## src/rtl/chameleon_pkg.sv

```systemverilog
// Shared types and constants for the bias-memory control path.
package chameleon_pkg;

  typedef enum logic [1:0] {
    IDLE  = 2'd0,
    FETCH = 2'd1,
    DRAIN = 2'd2
  } bias_reader_state_t;

  localparam int BIAS_FIFO_DEPTH = 2;

endpackage

```

## src/rtl/bias_skid_fifo.sv

```systemverilog
// Two-entry fall-through FIFO: when empty, incoming data is presented on the output in the
// same cycle and is only stored if the consumer does not take it.
module bias_skid_fifo
  import chameleon_pkg::*;
#(
  parameter int WIDTH = 64
) (
  input  logic             clk,
  input  logic             rst_n,
  input  logic             flush,
  input  logic             in_valid,
  input  logic [WIDTH-1:0] in_data,
  input  logic             out_ready,
  output logic             out_valid,
  output logic [WIDTH-1:0] out_data,
  output logic [1:0]       count
);

  logic [WIDTH-1:0] r_mem [BIAS_FIFO_DEPTH];
  logic             r_wr_ptr;
  logic             r_rd_ptr;
  logic [1:0]       r_count;
  logic             w_empty;
  logic             w_push;
  logic             w_pop;

  assign w_empty   = (r_count == 2'd0);
  assign w_pop     = out_ready && !w_empty;
  assign w_push    = in_valid && !(w_empty && out_ready);
  assign out_valid = !w_empty || in_valid;
  assign out_data  = !w_empty ? r_mem[r_rd_ptr] : (in_valid ? in_data : '0);
  assign count     = r_count;

  always_ff @(posedge clk or negedge rst_n) begin
    if (!rst_n) begin
      r_wr_ptr <= 1'b0;
      r_rd_ptr <= 1'b0;
      r_count  <= 2'd0;
    end else if (flush) begin
      r_wr_ptr <= 1'b0;
      r_rd_ptr <= 1'b0;
      r_count  <= 2'd0;
    end else begin
      if (w_push) r_wr_ptr <= r_wr_ptr + 1'b1;
      if (w_pop)  r_rd_ptr <= r_rd_ptr + 1'b1;
      r_count <= r_count + {1'b0, w_push} - {1'b0, w_pop};
    end
  end

  // Storage needs no reset: the count gates every read of it.
  always_ff @(posedge clk) begin
    if (w_push && !flush) r_mem[r_wr_ptr] <= in_data;
  end

endmodule

```

## src/rtl/bias_stream_reader.sv

```systemverilog
// Sequential reader of the bias memory streaming words out over valid/ready.
// Optional stall_cycles port enabled by defining CHAMELEON_BIAS_STALL_COUNTER_EN.
module bias_stream_reader
  import chameleon_pkg::*;
#(
  parameter int  BIAS_WORD_BIT_WIDTH = 64,
  parameter int  BIAS_ROWS           = 32,
  localparam int BIAS_ADDRESS_WIDTH  = $clog2(BIAS_ROWS),
  localparam int COUNT_WIDTH         = BIAS_ADDRESS_WIDTH + 1
) (
  input  logic                           clk,
  input  logic                           rst_n,
  input  logic                           start,
  input  logic                           abort,
  input  logic [BIAS_ADDRESS_WIDTH-1:0]  base_address,
  input  logic [COUNT_WIDTH-1:0]         num_words,
  input  logic                           global_power_down,
  output logic                           bias_control_chip_select,
  output logic                           bias_control_write_enable,
  output logic [BIAS_ADDRESS_WIDTH-1:0]  bias_control_address,
  output logic [BIAS_WORD_BIT_WIDTH-1:0] bias_control_data_in,
  output logic [BIAS_WORD_BIT_WIDTH-1:0] bias_control_mask,
  input  logic [BIAS_WORD_BIT_WIDTH-1:0] bias_data_out,
  output logic [BIAS_WORD_BIT_WIDTH-1:0] bias_word,
  output logic                           bias_valid,
  input  logic                           bias_ready,
  output logic                           busy,
  output logic                           done
`ifdef CHAMELEON_BIAS_STALL_COUNTER_EN
  ,
  output logic [15:0]                    stall_cycles
`endif
);

  bias_reader_state_t            r_state;
  bias_reader_state_t            w_state_next;
  logic [BIAS_ADDRESS_WIDTH-1:0] r_base;
  logic [COUNT_WIDTH-1:0]        r_num;
  logic [COUNT_WIDTH-1:0]        r_issued;
  logic [COUNT_WIDTH-1:0]        r_accepted;
  logic                          r_inflight;
  logic                          r_done;
  logic                          w_done_next;
  logic [1:0]                    w_fifo_count;
  logic                          w_credit_ok;
  logic                          w_cs;
  logic                          w_accept;
  logic                          w_start_ok;
  logic                          w_last_issue;
  logic                          w_last_accept;

  // Stored words plus the read still in flight may never exceed the FIFO depth.
  assign w_credit_ok   = ({1'b0, w_fifo_count} + {2'b00, r_inflight}) < 3'(BIAS_FIFO_DEPTH);
  assign w_cs          = (r_state == FETCH) && !global_power_down && !abort && w_credit_ok;
  assign w_accept      = bias_valid && bias_ready;
  assign w_start_ok    = start && (r_state == IDLE) && !abort;
  assign w_last_issue  = w_cs && (r_issued == r_num - COUNT_WIDTH'(1));
  assign w_last_accept = w_accept && (r_accepted == r_num - COUNT_WIDTH'(1));

  always_comb begin
    w_state_next = r_state;
    w_done_next  = 1'b0;
    if (abort) begin
      w_state_next = IDLE;
    end else begin
      case (r_state)
        IDLE: begin
          if (start) begin
            if (num_words != '0) w_state_next = FETCH;
            else                 w_done_next  = 1'b1;
          end
        end
        FETCH: if (w_last_issue) w_state_next = DRAIN;
        DRAIN: begin
          if (w_last_accept) begin
            w_state_next = IDLE;
            w_done_next  = 1'b1;
          end
        end
        default: w_state_next = IDLE;
      endcase
    end
  end

  always_ff @(posedge clk or negedge rst_n) begin
    if (!rst_n) begin
      r_state    <= IDLE;
      r_done     <= 1'b0;
      r_inflight <= 1'b0;
      r_base     <= '0;
      r_num      <= '0;
      r_issued   <= '0;
      r_accepted <= '0;
    end else begin
      r_state    <= w_state_next;
      r_done     <= w_done_next;
      r_inflight <= w_cs;
      if (w_start_ok) begin
        r_base     <= base_address;
        r_num      <= num_words;
        r_issued   <= '0;
        r_accepted <= '0;
      end else begin
        if (w_cs)     r_issued   <= r_issued + COUNT_WIDTH'(1);
        if (w_accept) r_accepted <= r_accepted + COUNT_WIDTH'(1);
      end
    end
  end

  // Abort flushes the FIFO; the aborted cycle issues nothing, so no return follows.
  bias_skid_fifo #(
    .WIDTH(BIAS_WORD_BIT_WIDTH)
  ) u_fifo (
    .clk      (clk),
    .rst_n    (rst_n),
    .flush    (abort),
    .in_valid (r_inflight),
    .in_data  (bias_data_out),
    .out_ready(bias_ready),
    .out_valid(bias_valid),
    .out_data (bias_word),
    .count    (w_fifo_count)
  );

  assign bias_control_chip_select  = w_cs;
  assign bias_control_write_enable = 1'b0;
  assign bias_control_address      = w_cs ? (r_base + r_issued[BIAS_ADDRESS_WIDTH-1:0]) : '0;
  assign bias_control_data_in      = '0;
  assign bias_control_mask         = '0;
  assign busy                      = (r_state != IDLE);
  assign done                      = r_done;

`ifdef CHAMELEON_BIAS_STALL_COUNTER_EN
  logic [15:0] r_stall;

  always_ff @(posedge clk or negedge rst_n) begin
    if (!rst_n) begin
      r_stall <= 16'd0;
    end else if (w_start_ok) begin
      r_stall <= 16'd0;
    end else if (bias_valid && !bias_ready && (r_stall != 16'hFFFF)) begin
      r_stall <= r_stall + 16'd1;
    end
  end

  assign stall_cycles = r_stall;
`endif

endmodule

```

## config.mk

```make
export PLATFORM = sky130hd
export DESIGN_NAME = bias_stream_reader
export DESIGN_NICKNAME = d
export VERILOG_FILES = /design/src/rtl/chameleon_pkg.sv /design/src/rtl/bias_skid_fifo.sv /design/src/rtl/bias_stream_reader.sv
export SDC_FILE = /design/constraint.sdc
export NUM_CORES = 1
export LEC_CHECK = 0
export BUFFER_PORTS_ARGS = -buffer_cell sky130_fd_sc_hd__clkbuf_2
export CORE_ASPECT_RATIO = 0.75
export CORE_MARGIN = 2
export CORE_UTILIZATION = 50
export CTS_CLUSTER_SIZE = 24
export DETAILED_ROUTE_END_ITERATION = 10
export PLACE_DENSITY = 0.8
export SLEW_MARGIN = 20
export SYNTH_ARGS = -nofsm -noshare
export SYNTH_HDL_FRONTEND = slang
export SYNTH_SLANG_ARGS = --single-unit
```

## constraint.sdc

```tcl
create_clock -name clk -period 18.8 [get_ports clk]
set_clock_uncertainty 0.05 [all_clocks]
set_input_delay 1.88 -clock clk [delete_from_list [all_inputs] [get_ports clk]]
set_output_delay 1.88 -clock clk [all_outputs]
set_load 0.01 [all_outputs]
```

# Word level (Yosys, flattened, before mapping)

Memory sizes are Yosys's and may differ from the RTL's.
Cells that the tools add are included.

Bits in read-only memories: 0
Flip-flop bits (word level): 31
Memory bits (writable): 128
Output and inout bits: 202
Memories kept: 1
Latch bits: 0

Memories:

| memory       | words | bits a word | read ports | clocked after memory_dff | write ports | RTL line             | source |
|---|---|---|---|---|---|---|---|
| u_fifo.r_mem | 2     | 64          | 1          | 0                        | 1           | bias_skid_fifo.sv:19 | `logic [WIDTH-1:0] r_mem [BIAS_FIFO_DEPTH];` |

Eq/ne operators: 8
Muxes and demuxes: 25
Reduce and logical (&&, ||, !) cells: 26
Bitwise gates (word level): 0
Add/subtract/negate cells: 9
Magnitude comparators: 1
Div/mod/pow operators: 0
Shift-type cells: 0
Multiply operators: 0

Operator list:

| cell                                                                    | count |
|---|---|
| 64-bit 2-to-1 mux                                                       | 2 |
| 6-bit 2-to-1 mux                                                        | 4 |
| 6-bit by 1-bit adder with 6-bit output, second input constant           | 2 |
| 6-bit equality test                                                     | 2 |
| 1-bit logical AND                                                       | 12 |
| 2-bit 2-to-1 mux                                                        | 6 |
| 1-bit 2-to-1 mux                                                        | 10 |
| 2-bit nonzero test                                                      | 5 |
| 3-bit inequality test, second input constant                            | 3 |
| 2-bit case mux with 3 select lines                                      | 1 |
| 6-bit nonzero test                                                      | 1 |
| 6-bit by 1-bit subtractor with 6-bit output, second input constant      | 1 |
| 5-bit adder                                                             | 1 |
| 5-bit 2-to-1 mux                                                        | 1 |
| 1-bit zero test                                                         | 4 |
| 2-bit zero test                                                         | 2 |
| 4-bit AND reduction                                                     | 1 |
| 2-bit by 1-bit adder with 3-bit output                                  | 1 |
| 3-bit by 2-bit < comparator with 1-bit output, second input constant    | 1 |
| 3-bit by 2-bit inequality test with 1-bit output, second input constant | 1 |
| 1-bit adder, second input constant                                      | 2 |
| 2-bit by 1-bit adder with 2-bit output                                  | 1 |
| 2-bit by 1-bit equality test with 1-bit output, second input constant   | 1 |
| 2-bit equality test, second input constant                              | 1 |
| 3 further kinds                                                         | 3 |

# Logic depth before layout (Yosys ltp)

Depth in word-level cells: 8
Gate-level depth with buffers: 8
Gate-level depth less buffers: 7

# Modules after synthesis

A second synthesis with hierarchy kept.

Cell total of the unflattened synthesis: 646
Area total of the unflattened synthesis: 8021.4 µm²

Modules (own cells, without submodules):

| module             | area an instance (µm²) | cells an instance | times used |
|---|---|---|---|
| bias_skid_fifo     | 5529.1                 | 372               | 1 |
| bias_stream_reader | 2492.4                 | 274               | 1 |

# Least setup slack after synthesis

OpenSTA, ideal clock, no wires.

Path type: input port to flip-flop
Start point: input bias_ready
End point: memory u_fifo.r_mem[1][0], enable pin
Buffers on the path: 0
Stages on the path: 3
Path slack: 11.430 ns
Required time: 18.172 ns
Library setup time: 0.578 ns
Arrival time: 6.743 ns
Cell sequence: nand2_1 -> nand2_1 -> nor3b_1

Cells in the longest elaborated chain, start to end: 6

Ends and longest elaborated chain:

| element                                | RTL line                 | source |
|---|---|---|
| start: declaration                     | bias_stream_reader.sv:26 | `input logic bias_ready,` |
| 1-bit logical AND                      | bias_skid_fifo.sv:29     | `assign w_push = in_valid && !(w_empty && out_ready);` |
| 1-bit zero test                        | bias_skid_fifo.sv:29     |  |
| 1-bit logical AND                      | bias_skid_fifo.sv:29     |  |
| 1-bit logical AND                      | bias_skid_fifo.sv:52     | `if (w_push && !flush) r_mem[r_wr_ptr] <= in_data;` |
| 1-bit 2-to-1 mux                       | bias_skid_fifo.sv:52     |  |
| 1-bit 2-to-1 mux (implied by the code) | bias_skid_fifo.sv:52     |  |
| end: declaration                       | bias_skid_fifo.sv:19     |  |

Every way passes these cells.

# Final worst setup path

Start point: input abort
End point: output bias_control_chip_select

Cells in the longest elaborated chain, start to end: 3

Ends and longest elaborated chain:

| element                        | RTL line                 | source |
|---|---|---|
| start: declaration             | bias_stream_reader.sv:14 | `input logic abort,` |
| 1-bit zero test                | bias_stream_reader.sv:54 | `assign w_cs = (r_state == FETCH) && !global_power_down && !abort && w_credit_ok;` |
| 1-bit logical AND (2 in a row) | bias_stream_reader.sv:54 |  |
| end: declaration               | bias_stream_reader.sv:18 | `output logic bias_control_chip_select,` |

Every way passes these cells.

==> results.txt <==
----------------------------------------------------
[Cells and area]
  Commonest cells after routing, fill and taps aside ... clkbuf_2, conb_1, edfxtp_1
  Ratio of cells with drive above 1 in the final layout ... 0.263
  Antenna Diode Count ... 0
  Layout fillers ... 1361
  Cell area after layout ... 0.00915 mm2
  Post-Route Utilization ... 0.575
  Synth-to-Final Area Change ... 13.3%
  Fin nets ... 887
  Most common library cell in the layout ignoring fill and taps ... clkbuf_2

[Power]
  Sequential cell fraction of total power ... 0.386
  Power per cell area ... 122 mW/mm2
  Internal power ... 737 uW
  Power share of the combinational group ... 0.300
  Leakage dissipation ... 0.00369 uW
  Net switching component of the power ... 376 uW
  Clk pwr share ... 0.315
  Worst VDD drop ... 0.0725 mV
  Fraction of power spent switching nets ... 0.338

[Timing]
  Unrepaired setup endpoints after global routing ... no
  Maximum achievable frequency ... 0.209 GHz
  Final period demand of the worst path ... 4.79 ns
  Fin crit share ... 0.255
  Slew at the pin closest to its max-slew limit ... 0.940 ns
  Final Hold Violating Endpoints ... 0
  Post-Route Setup TNS ... 0 ns
  Worst max-slew margin expressed relative to the limit ... 0.374
  Setup-violating endpoint count in the final report ... 0
  Max-slew violation count ... 0

[Logic synthesis]
  Post-Synthesis Cell Area ... 0.00807 mm2
  Number of library cell types mapped by synthesis ... 44
  Number of enable flip-flop cells after synthesis ... 128
  Sequential-to-total area share from yosys stat ... 0.572
  Synthesized instance count ... 650
  Flip-flop and latch count after synthesis ... 159
  YS warnings ... 0
  Fraction of registers with async set or reset after synthesis ... 0.195
  Avg Inst Size Synth ... 12.4 um2
  Most used DFF post-synth ... edfxtp_1

[Clock network]
  Clk sinks ... 159
  Clock root buffer ... clkbuf_16
  Post-cts hold buffer count ... 0
  Setup bufs post-CTS ... 0
  CTS tree ... yes
  Clock slew at the register clock pins of the worst setup and hold paths ... 0.06 ns
  Number of H-tree branching levels ... 4
  Number of buffers inserted during clock tree synthesis ... 17
  Longest Clk Path Bufs ... 2
  Number of resized instances in the post-cts repair step ... 0
  Worst-skew pair later-pin latency ... 0.41 ns

[Global routing]
  Overall fraction of global-route tracks in use ... 0.172
  Wire length of the first global-routing pass ... 22.8 mm
  Antenna violations before repair ... 0
  Pin count of the biggest net entering global routing ... 101
  Overflow left after global routing ... 0
  Via count of the first global-routing pass ... 4471

[Critical path]
  Category of cells accounting for the largest share of critical-path delay ... buffers and inverters
  Worst reg2reg path depth ... 4
  Largest incremental delay on the critical path ... 0.30 ns
  Maximum fanout count along the critical path ... 10
  Kind of capture point of the worst setup path ... output pin
  R2R Setup Slk ... 15.83 ns
  Capture instance of the worst register-to-register path ... u_fifo.r_mem[1][56]$_DFFE_PP_
  Critical Path, Cell by Cell ... clkbuf_2, nor3b_4, nand2_2, clkinv_1, clkbuf_2
  Critical setup path kind ... in -> out
  Cell type with the highest occurrence count on the critical path ... clkbuf_2
  Critical Path AT ... 2.86 ns
  Number of buffers and inverters on the critical path ... 3
  Required time of the critical path ... 16.87 ns
  Reg2Reg Launch Point ... r_inflight$_DFF_PN0_
  Crit path max-delay cell type ... nor3b_4
  Type of element launching the critical path ... input pin

[Die]
  Starting utilization of the core area ... 0.507
  Die Height ... 114 um
  Floorplan row count ... 40
  Die outline width ... 151 um
  Overall die area ... 0.0172 mm2
  Core area ... 0.0159 mm2
  IO Pins ... 283

[Drt]
  Average detailed-routed wire length per instance ... 14.7 um
  Detailed-route DRC error count ... 0
  Met1 layer wirelength in the final routing ... 6.62 mm
  Drt initial violations ... 262
  First-pass iteration count of the detailed router ... 5
  Detail Route met2 WL ... 7.20 mm
  Uppermost layer routed ... met4
  Via Count ... 4961
  Vias per cell ... 4.87
  Routed wire length on met3 ... 952 um
  Routed wire length ... 14.9 mm
  Number of nets with antenna violations after routing ... 0

[Placed design]
  HPWL after detailed placement ... 9.85 mm
  I/O Buffers ... 153
  GPL Wtd Cong ... 0.801
  Placed Instance Area ... 0.00854 mm2

[Status]
  Status ... finished, final reports clean

[Worst hold path]
  Cells on Worst Hold Path ... 1
  End of the worst hold path ... r_base[2]$_DFFE_PN0P_
  Min-delay src ... r_base[2]$_DFFE_PN0P_
  Class of the tightest hold or removal check ... reg -> reg

[Job]
  MaxCap Viol Count ... 0

----------------------------------------------------
[worst register-to-register path, delay by kind of cell (launching register included)]
kind | cells | cell delay (ns)
buffers and inverters | 2 | 1.17
flip-flops | 1 | 0.83
AND/OR/NAND/NOR | 2 | 0.47
[metal layers]
layer | up-vias | GRT usage
met3 | 15 | 0.0442
met1 | 2406 | 0.235
li1 | 2369 | -
met5 | - | 0
met2 | 171 | 0.277
met4 | 0 | 0.0467
[power groups by stage]
stage | Combinational [uW] | Clock, uW | Sequential [uW]
floorplan | 260 | 0 | 419
global placement | 332 | 0 | 436
detailed placement | 338 | 0 | 437
CTS | 339 | 358 | 430
global route | 371 | 373 | 432
finish | 334 | 350 | 429
[sequential cells by signal, summed over array words and instances (netlist names)]
name and cells:
u_fifo.r_mem 128, r_accepted 6, r_issued 6, r_num 6
r_base 5, r_state 2, u_fifo.count 2, done 1
r_inflight 1, u_fifo.r_rd_ptr 1, u_fifo.r_wr_ptr 1
[Yosys cell counts (6+ instances only)]
| cell type | count | share of area |
|---|---|---|
| buf_4 | 131 | 0.12 |
| xor2_1 | 15 | 0.016 |
| edfxtp_1 | 128 | 0.48 |
| nand4_1 | 6 | 0.0046 |
| buf_2 | 10 | 0.0062 |
| xnor2_1 | 20 | 0.022 |
| mux2_2 | 8 | 0.011 |
| ha_1 | 9 | 0.014 |
| nand2_1 | 12 | 0.0056 |
| nor2_1 | 20 | 0.0093 |
| o21ai_0 | 66 | 0.041 |
| mux2i_1 | 65 | 0.081 |
| clkbuf_1 | 13 | 0.0060 |
| nand3_1 | 67 | 0.042 |
| dfrtp_1 | 31 | 0.096 |
| inv_1 | 6 | 0.0028 |
[how the worst max path moves through the flow]
stage / from / cells past startpoint / slack (ns) / end
finish: abort / 5 / 14.01 / bias_control_chip_select
global route: u_fifo.count[0]$_DFF_PN0_ / 5 / 13.91 / bias_word[49]
CTS: abort / 5 / 13.99 / bias_control_chip_select
detailed placement: abort / 5 / 14.00 / bias_control_chip_select
global placement: abort / 5 / 14.05 / bias_control_chip_select
floorplan: bias_ready / 3 / 11.43 / u_fifo.r_mem[1][0]$_DFFE_PP_
[metrics by stage]
step	hold slack, ns	std cells	total power (uW)	setup WS [ns]
6_report	0.468	1019	1110	14.01
5_1_grt	0.502	1019	1180	13.91
4_1_cts	0.471	1019	1130	13.99
3_5_place_dp	0.456	987	775	14.00
3_3_place_gp	0.450	987	767	14.05
2_1_floorplan	0.437	778	679	11.43
[layout make-up]
cell class / instances / area [um2] / area share
Sequential cell: 159 / 4620 / 0.506
Multi-Input combinational cell: 452 / 2810 / 0.308
Timing Repair Buffer: 159 / 811 / 0.0886
Clock buffer: 17 / 425 / 0.0465
Tap cell: 210 / 263 / 0.0287
Clock inverter: 15 / 184 / 0.0201
Inverter: 7 / 26.3 / 0.00287
[cells by family after synthesis]
family,share of synthesized area
buffers and inverters,0.141
flip-flops,0.572
AND/OR/NAND/NOR,0.0862
AO/OA/AOI/OAI,0.0499
multiplexers,0.0931
XOR/XNOR,0.0408
adder cells (fa/ha/maj),0.0164
other,0.000464
No activity file was read; power rests on OpenSTA's default activity.
